[src/rtl/rng_pkg.sv]
// Shared types and helpers for the rng_arbiter entropy-sharing block:
// FSM state encoding, word folding and round-robin winner selection.
package rng_pkg;

  localparam int STUCK_LIMIT_DEF = 64;
  localparam int FOLD_MAX_N      = 256;
  localparam int FOLD_IW         = 8;
  localparam int IDX_W           = 3;

  typedef enum logic [1:0] {
    IDLE   = 2'd0,
    SAMPLE = 2'd1,
    GRANT  = 2'd2
  } state_e;

  // Bit i of the bus lands in word bit i mod w, which is the XOR of the
  // zero-padded w-bit chunks.
  function automatic logic [FOLD_MAX_N-1:0] fold(input logic [FOLD_MAX_N-1:0] s,
                                                 input int n, input int w);
    logic [FOLD_MAX_N-1:0] r;
    r = '0;
    for (int i = 0; i < FOLD_MAX_N; i++) begin
      if (i < n) r[FOLD_IW'(i % w)] = r[FOLD_IW'(i % w)] ^ s[i];
    end
    return r;
  endfunction

  function automatic logic [IDX_W-1:0] rr_pick(input logic [7:0] req,
                                               input logic [IDX_W-1:0] ptr,
                                               input int nreq);
    logic [IDX_W-1:0] win;
    logic             found;
    int               idx;
    win   = ptr;
    found = 1'b0;
    for (int k = 0; k < 8; k++) begin
      idx = (int'(ptr) + k) % nreq;
      if (k < nreq && !found && req[IDX_W'(idx)]) begin
        win   = IDX_W'(idx);
        found = 1'b1;
      end
    end
    return win;
  endfunction

  function automatic logic [IDX_W-1:0] next_ptr(input logic [IDX_W-1:0] win,
                                                input int nreq);
    return IDX_W'((int'(win) + 1) % nreq);
  endfunction

endpackage

[src/rtl/rng_arbiter_if.sv]
// Requester-side handshake bundle of rng_arbiter: level requests in,
// one-hot ack pulses, the random word and the stuck-source flag out.
interface rng_arbiter_if #(
  parameter int NREQ = 4,
  parameter int W    = 16
);
  logic [NREQ-1:0] req;
  logic [NREQ-1:0] ack;
  logic [W-1:0]    rnd_out;
  logic            fault;

  modport master (output req, input ack, input rnd_out, input fault);
  modport slave  (input req, output ack, output rnd_out, output fault);
endinterface

[src/rtl/rng_sync.sv]
// N-bit two-flop synchronizer bank bringing the free-running entropy bus
// into the clk_sys domain; cleared asynchronously by reset_n.
module rng_sync #(
  parameter int N = 63
) (
  input  logic         clk_sys,
  input  logic         reset_n,
  input  logic [N-1:0] d,
  output logic [N-1:0] q
);

  logic [N-1:0] meta;

  always_ff @(posedge clk_sys or negedge reset_n) begin
    if (!reset_n) begin
      meta <= '0;
      q    <= '0;
    end else begin
      meta <= d;
      q    <= meta;
    end
  end

endmodule

[src/rtl/rng_arbiter.sv]
// Round-robin sharer of the lfsr entropy bus with rotate-XOR conditioning.
// Define RNG_HEALTH_EN to enable the stuck-source monitor and fault blocking.
module rng_arbiter
  import rng_pkg::*;
#(
  parameter int N           = 63,
  parameter int W           = 16,
  parameter int NREQ        = 4,
  parameter int FOLD_CYC    = 4,
  parameter int STUCK_LIMIT = STUCK_LIMIT_DEF
) (
  input  logic         clk_sys,
  input  logic         reset_n,
  input  logic [N-1:0] ent_in,
  rng_arbiter_if.slave bus
);

  localparam int CW = (FOLD_CYC > 1) ? $clog2(FOLD_CYC) : 1;

  logic [N-1:0]     s;
  logic [W-1:0]     fold_w;
  logic             fault;
  state_e           state;
  logic [IDX_W-1:0] win;
  logic [IDX_W-1:0] ptr;
  logic [W-1:0]     acc;
  logic [W-1:0]     held;
  logic [CW-1:0]    cnt;
  logic [7:0]       req8;
  logic             grant_ok;

  rng_sync #(.N(N)) u_sync (
    .clk_sys (clk_sys),
    .reset_n (reset_n),
    .d       (ent_in),
    .q       (s)
  );

  assign fold_w = W'(fold(FOLD_MAX_N'(s), N, W));

`ifdef RNG_HEALTH_EN
  localparam int SW = $clog2(STUCK_LIMIT + 1);

  logic [N-1:0]  prev;
  logic [SW-1:0] stuck;

  // Counts consecutive identical samples, saturating at the limit.
  always_ff @(posedge clk_sys or negedge reset_n) begin
    if (!reset_n) begin
      prev  <= '0;
      stuck <= '0;
    end else begin
      prev <= s;
      if (s != prev)                      stuck <= '0;
      else if (stuck != SW'(STUCK_LIMIT)) stuck <= stuck + 1'b1;
    end
  end

  assign fault = (stuck == SW'(STUCK_LIMIT));
`else
  assign fault = 1'b0;
`endif

  assign bus.fault = fault;

  always_comb begin
    req8            = '0;
    req8[NREQ-1:0]  = bus.req;
  end

  assign grant_ok = (state == GRANT) && req8[win] && !fault;

  always_comb begin
    bus.ack = '0;
    for (int i = 0; i < NREQ; i++) begin
      if (win == IDX_W'(i)) bus.ack[i] = grant_ok;
    end
  end

  // The word is driven straight from acc in the grant cycle so a consumer
  // sees it alongside ack; otherwise the last granted word is held.
  assign bus.rnd_out = grant_ok ? acc : held;

  always_ff @(posedge clk_sys or negedge reset_n) begin
    if (!reset_n) begin
      state <= IDLE;
      win   <= '0;
      ptr   <= '0;
      acc   <= '0;
      cnt   <= '0;
      held  <= '0;
    end else begin
      case (state)
        IDLE: begin
          if ((|bus.req) && !fault) begin
            win   <= rr_pick(req8, ptr, NREQ);
            acc   <= '0;
            cnt   <= '0;
            state <= SAMPLE;
          end
        end
        SAMPLE: begin
          if (fault) begin
            state <= IDLE;
          end else begin
            acc <= ((acc << 1) | (acc >> (W - 1))) ^ fold_w;
            cnt <= cnt + 1'b1;
            if (cnt == CW'(FOLD_CYC - 1)) state <= GRANT;
          end
        end
        GRANT: begin
          if (grant_ok) begin
            ptr  <= next_ptr(win, NREQ);
            held <= acc;
          end
          state <= IDLE;
        end
        default: state <= IDLE;
      endcase
    end
  end

endmodule

[src/flat_wrapper.sv]
// flat-port wrapper written by rule: the top's interface ports become plain ports
module rng_arbiter_flat import rng_pkg::*;
#(
  parameter int N           = 63,
  parameter int W           = 16,
  parameter int NREQ        = 4,
  parameter int FOLD_CYC    = 4,
  parameter int STUCK_LIMIT = STUCK_LIMIT_DEF
)
  (clk_sys, reset_n, ent_in, bus_req, bus_ack, bus_rnd_out, bus_fault);
  rng_arbiter_if #(.NREQ(NREQ), .W(W)) bus_i ();
  input  logic clk_sys;
  input  logic reset_n;
  input  logic [N-1:0] ent_in;
  input wire logic [$bits(bus_i.req)-1:0] bus_req;
  output wire logic [$bits(bus_i.ack)-1:0] bus_ack;
  output wire logic [$bits(bus_i.rnd_out)-1:0] bus_rnd_out;
  output wire logic [$bits(bus_i.fault)-1:0] bus_fault;
  assign bus_i.req = bus_req;
  assign bus_ack = bus_i.ack;
  assign bus_rnd_out = bus_i.rnd_out;
  assign bus_fault = bus_i.fault;
  rng_arbiter #(.N(N), .W(W), .NREQ(NREQ), .FOLD_CYC(FOLD_CYC), .STUCK_LIMIT(STUCK_LIMIT)) u_core (.clk_sys(clk_sys), .reset_n(reset_n), .ent_in(ent_in), .bus(bus_i));
endmodule
[config.mk]
export PLATFORM = sky130hd
export DESIGN_NAME = rng_arbiter_flat
export DESIGN_NICKNAME = d
export VERILOG_FILES = /design/src/rtl/rng_pkg.sv /design/src/rtl/rng_arbiter_if.sv /design/src/rtl/rng_sync.sv /design/src/rtl/rng_arbiter.sv /design/src/flat_wrapper.sv
export SDC_FILE = /design/constraint.sdc
export NUM_CORES = 1
export LEC_CHECK = 0
export CELL_PAD_IN_SITES_DETAIL_PLACEMENT = 1
export CELL_PAD_IN_SITES_GLOBAL_PLACEMENT = 1
export CORE_UTILIZATION = 44
export CTS_CLUSTER_DIAMETER = 50
export CTS_CLUSTER_SIZE = 16
export DETAILED_ROUTE_END_ITERATION = 10
export GPL_ROUTABILITY_DRIVEN = 0
export HOLD_SLACK_MARGIN = 0.1
export PLACE_DENSITY = 0.85
export SLEW_MARGIN = 20
export SYNTH_ARGS = -nofsm -noshare
export SYNTH_HDL_FRONTEND = slang
export SYNTH_SLANG_ARGS = --single-unit
[constraint.sdc]
create_clock -name clk_sys -period 2.4 [get_ports clk_sys]
set_input_delay 0.48 -clock clk_sys [delete_from_list [all_inputs] [get_ports clk_sys]]
set_output_delay 0.48 -clock clk_sys [all_outputs]
set_load 0.01 [all_outputs]
Word-level counts from Yosys, hierarchy flattened
Cells that the tools add are included.
Widths: inputs -> output; s select.
- add/subtract/negate cells: 5
- $lt $le $gt $ge: 5
- eq/ne operators: 8
- multiplexer cells: 38
- bitwise operators: 53
- reduce and logical (&&, ||, !) cells: 19
- operator list (kind ; count):
    $xor 1x1->1 ; 47
    $mux 16 ; 2
    $pmux 16 s2 ; 1
    $mux 1 ; 21
    $or 16x1->16 ; 1
    $xor 16x16->16 ; 1
    $lt 3x5->1 const B ; 3
    $bmux 1 s3 ; 4
    $mux 3 ; 4
    $pmux 2 s2 ; 2
    $reduce_and 2->1 ; 4
    $reduce_or 2->1 ; 4
    $add 2x1->2 const B ; 3
    $eq 3x2->1 const B ; 2
    $mux 2 ; 3
    $add 2x2->2 const B ; 2
    $and 1x1->1 const A ; 4
    $eq 2x2->1 const B ; 2
    $logic_and 1x1->1 ; 4
    $lt 2x4->1 const B ; 1
    $lt 3x4->1 const B ; 1
    $ne 2x1->1 const B ; 2
    $reduce_or 4->1 ; 1
    $eq 3x1->1 const B ; 1
    other kinds (6) ; 8
- flip-flop bits (word level): 168
- output and inout port bits: 21
- word-level logic and storage cells: 136

Depth between registers and ports, before layout
- word-level depth: 18
- mapped depth: 6
- mapped depth without buffers: 4

By module
Synthesis repeated with hierarchy kept, for this count alone.
- cell total of the unflattened synthesis: 353
- area, all modules: 5667.9 µm²
- modules (own cells, without submodules) (module ; instances ; cells an instance ; area an instance (µm²) ; seq. area each (µm²)):
    rng_sync ; 1 ; 126 ; 3153.0 ; 3153.0
    rng_arbiter ; 1 ; 227 ; 2514.9 ; 1001.0

Least setup slack after synthesis
Ideal clock, no wire load.
- path kind: reg-to-output
- from: register u_core.win[0]
- to: output bus_rnd_out[0]
- arrival time: 1434 ps
- data required time: 1920 ps
- slack: 486 ps
- cell stages (with the launch flop): 7
- cells stage by stage: dfrtp_1 mux2i_1 nand2_1 nand4_1 buf_6 buf_6 mux2_4
- cells in the longest elaborated chain, start to end: 4
- ends and longest elaborated chain (item ; RTL line ; text):
    from (decl) ; rng_arbiter.sv:24 ; logic [IDX_W-1:0] win;
    from (signal assigned) ; rng_arbiter.sv:96 ; win <= rr_pick(req8, ptr, NREQ);
    $bmux 1 s3 ; rng_arbiter.sv:71 ; assign grant_ok = (state == GRANT) && req8[win] && !fault;
    $mux 1 (implied by the code) ; rng_arbiter.sv:71 ;
    $logic_and 1x1->1 ; rng_arbiter.sv:71 ;
    $mux 16 ; rng_arbiter.sv:82 ; assign bus.rnd_out = grant_ok ? acc : held;
    to (decl) ; flat_wrapper.sv:17 ; output wire logic [$bits(bus_i.rnd_out)-1:0] bus_rnd_out;
No other way between the ends. The select of a mux whose other input is x is not followed.

Final worst setup path
- from: register u_core.win[0]
- to: output bus_rnd_out[1]
The elaborated chain is that of the path after synthesis.

==> metrics <==
status=complete, but fails checks; violated checks=negative setup slack; # nets final=555; Synth cell types=28; Net Count, Synth=431; CTS buffer count=17; first-pass GRT wire length=18100 µm; # IOs=90; reg-to-reg setup timing slack=0.39 ns; DR top layer=met4; CP most frequent cell=buf_6; IO buf count=88; overall power=0.00831 W; HPWL Detailed=7290 µm; remaining global-route overflow=0; total number of vias=3085; achievable frequency=405 MHz; clock-pin slew on the worst setup and hold paths=0.07 ns; WHS=0.347 ns; CTS tree=built; # setup viols final=15; Initial Utilization=0.450; period utilization=1.03; Max-cap violations=0; share of layout cells above drive strength 1=0.227; FF+latch count, synth=166; area delta synth->final=33.9%; Critical Path RT=1.92 ns; Die Y=115 µm; CP max-delay cell=dfrtp_1; Routed WL=11400 µm; WL met1=4200 µm; final worst slack=-0.0662 ns; diodes inserted=0; met2 WL post-DR=6640 µm; Final ANT Viol Nets=0; fin crit period=2.47 ns; vias per inst=4.63; drt drc=0; mean post-synth cell area=15.8 µm²; leakage power=3.39 nW; power per cell area=1100 mW/mm²; Slew Limit Fails=0; 1st-iter DRT viols=134; GRT Overall Usage=0.191; fill count=1179; H-Tree Level Count=4; wire per inst=17.1 µm; critical path class=register to primary output; clock skew=0.00712 ns; CP Launch Type=register; cell depth of the worst hold path=0; Slew @ Worst Pin=0.842 ns; Post-Synthesis Cells=357; CP Cell Sequence=mux2i_1, nand2_1, nand4_1, buf_6, buf_12, mux2_4, buf_6; RSZ-0062 raised after global routing=yes; VDD IR max=0.576 mV; worst-skew pair later-pin latency=0.42 ns; full die area=0.0133 mm²; core area=0.0126 mm²; warnings from Yosys=0; Longest Clk Path Bufs=2; vias in the first global route=3598; clk sink count=166; routed wl met3=328 µm; initial antenna violation count=0; max_slew headroom=0.439; DR pass1 iterations=4; Crit. End Element=primary output; worst hold path class=register to register; largest net degree at the start of global routing=68; Reg2Reg Depth=9; row count=41; sequential-to-total area share from yosys stat=0.735; Root Driver=clkbuf_16; Arr. time, crit path=1.99 ns; largest stage delay on the critical path=0.40 ns; Worst Path Max Fanout=6; Fin. Hold Viols=0; Die Span X=115 µm; Netlist Area Pre-Place=0.00565 mm²
routing by layer:
layer  GRT usage  vias to the layer above
li1            -                     1399
met1       0.198                     1604
met2       0.368                       67
met3      0.0453                       15
met4      0.0762                        0
met5           0                        -
power breakdown:
group	total (W)	internal, W	switching, W	leakage, nW
clock	0.00271	0.00157	0.00115	0.293
combinational	0.00200	0.00114	0.000861	1.14
sequential	0.00361	0.00324	0.000363	1.95
total	0.00831	0.00595	0.00237	3.39
synth_stat cells, drive strengths merged:
library cell | number | area [µm²]
nand2 | 23 | 86.3
mux2i | 3 | 30.0
a21oi | 2 | 10.0
nand2b | 1 | 6.26
buf | 7 | 56.3
nor2b | 2 | 12.5
inv | 10 | 37.5
a211o | 1 | 8.76
xnor2 | 48 | 420
o211ai | 1 | 7.51
nor3b | 1 | 7.51
ha | 5 | 62.6
nand3 | 1 | 5.00
nor2 | 7 | 26.3
nor4 | 1 | 6.26
a21o | 1 | 7.51
mux2 | 33 | 428
o21ai | 22 | 110
dfrtp | 166 | 4150
or3 | 1 | 6.26
o22ai | 2 | 12.5
conb | 1 | 3.75
nand4 | 1 | 6.26
xor2 | 15 | 131
clkbuf | 2 | 7.51
metrics by stage:
step	setup TNS, ns	instances	setup slack, ns	instance area [µm²]	utilization
3_5_place_dp	-8.64	622	-0.476	6840	0.544
3_3_place_gp	-7.62	622	-0.418	6840	0.544
4_1_cts	-1.19	669	-0.113	7630	0.607
2_1_floorplan	0	357	0.486	5650	-
5_1_grt	-1.98	666	-0.146	7560	0.602
6_report	-0.728	666	-0.0662	7560	0.602
registers in the layout, indices dropped and copies added, names as in the netlist:
signal	flops
u_core.acc	16
u_core.u_sync.meta	63
u_core.ptr	2
u_core.win	2
u_core.held	16
u_core.cnt	2
u_core.state	2
u_core.u_sync.q	63
final cells by class:
cell class | count | area [µm²] | share of cell area
Sequential cell | 166 | 4150 | 0.549
Multi-Input combinational cell | 172 | 1400 | 0.186
Timing Repair Buffer | 114 | 1160 | 0.153
Clock buffer | 18 | 429 | 0.0567
Tap cell | 172 | 215 | 0.0284
Clock inverter | 14 | 166 | 0.0220
Inverter | 10 | 37.5 | 0.00496
worst paths after layout:
kind	from	to
hold reg to reg	u_core.u_sync.meta[22]	u_core.u_sync.q[22]
max in group asynchronous	reset_n	u_core.u_sync.meta[17]
hold / removal	u_core.u_sync.meta[22]	u_core.u_sync.q[22]
setup reg to reg	u_core.win[0]	u_core.ptr[1]
min in group asynchronous	reset_n	u_core.u_sync.q[39]
setup / recovery	u_core.win[0]	bus_rnd_out[1]
repair_timing:
item | 4_1_cts | 5_1_grt
pin swaps | 2 | 1
gates cloned | 3 | 0
hold buffers | 1 | 0
buffers inserted | 11 | 0
setup endpoints to repair | 20 | 18
gates resized for setup | 106 | 6
hold endpoints to repair | 65 | 0
cell usage in the layout, fill, tap and decap left out:
cell             instances
xor2_1                  15
o22ai_1                  2
clkinv_4                 3
nand2_1                 23
clkbuf_16               17
dlygate4sd3_1            1
nor2_1                   5
inv_6                    2
buf_4                   15
dfrtp_1                166
clkinv_2                 2
buf_12                   6
nor3b_1                  1
o211ai_1                 1
nand2b_1                 1
buf_6                   20
a21o_1                   1
mux2_2                  17
nand4_1                  1
nor2b_1                  2
a21oi_1                  2
nor4_1                   1
or3_1                    1
inv_1                   10
mux2_4                  16
clkbuf_1                 1
inv_8                    4
mux2i_1                  3
clkdlybuf4s50_1         63
buf_2                    5
o21ai_0                 22
dlygate4sd2_1            4
nor2_2                   2
clkinvlp_4               1
nand3_1                  1
a211o_1                  1
conb_1                   1
ha_1                     5
xnor2_1                 48
bufinv_16                2
cells by family (layout without fill, tap and decap cells):
logic type / count (synthesis) / count (layout) / share of synthesized area
flops: 166 / 166 / 0.735
xor+xnor: 63 / 63 / 0.0977
simple gates: 38 / 38 / 0.0288
mux: 36 / 36 / 0.0810
compound gates: 29 / 29 / 0.0277
buf+inv: 19 / 156 / 0.0179
fa+ha+maj: 5 / 5 / 0.0111
other cells: 1 / 1 / 0.000664
critical path: cells and delay by family, from the launching register on:
family	cells	cell delay [ns]
flip-flops	1	0.40
buffers and inverters	3	0.40
multiplexers	2	0.56
AND/OR/NAND/NOR	2	0.19
(Power assumes the default switching activity.)
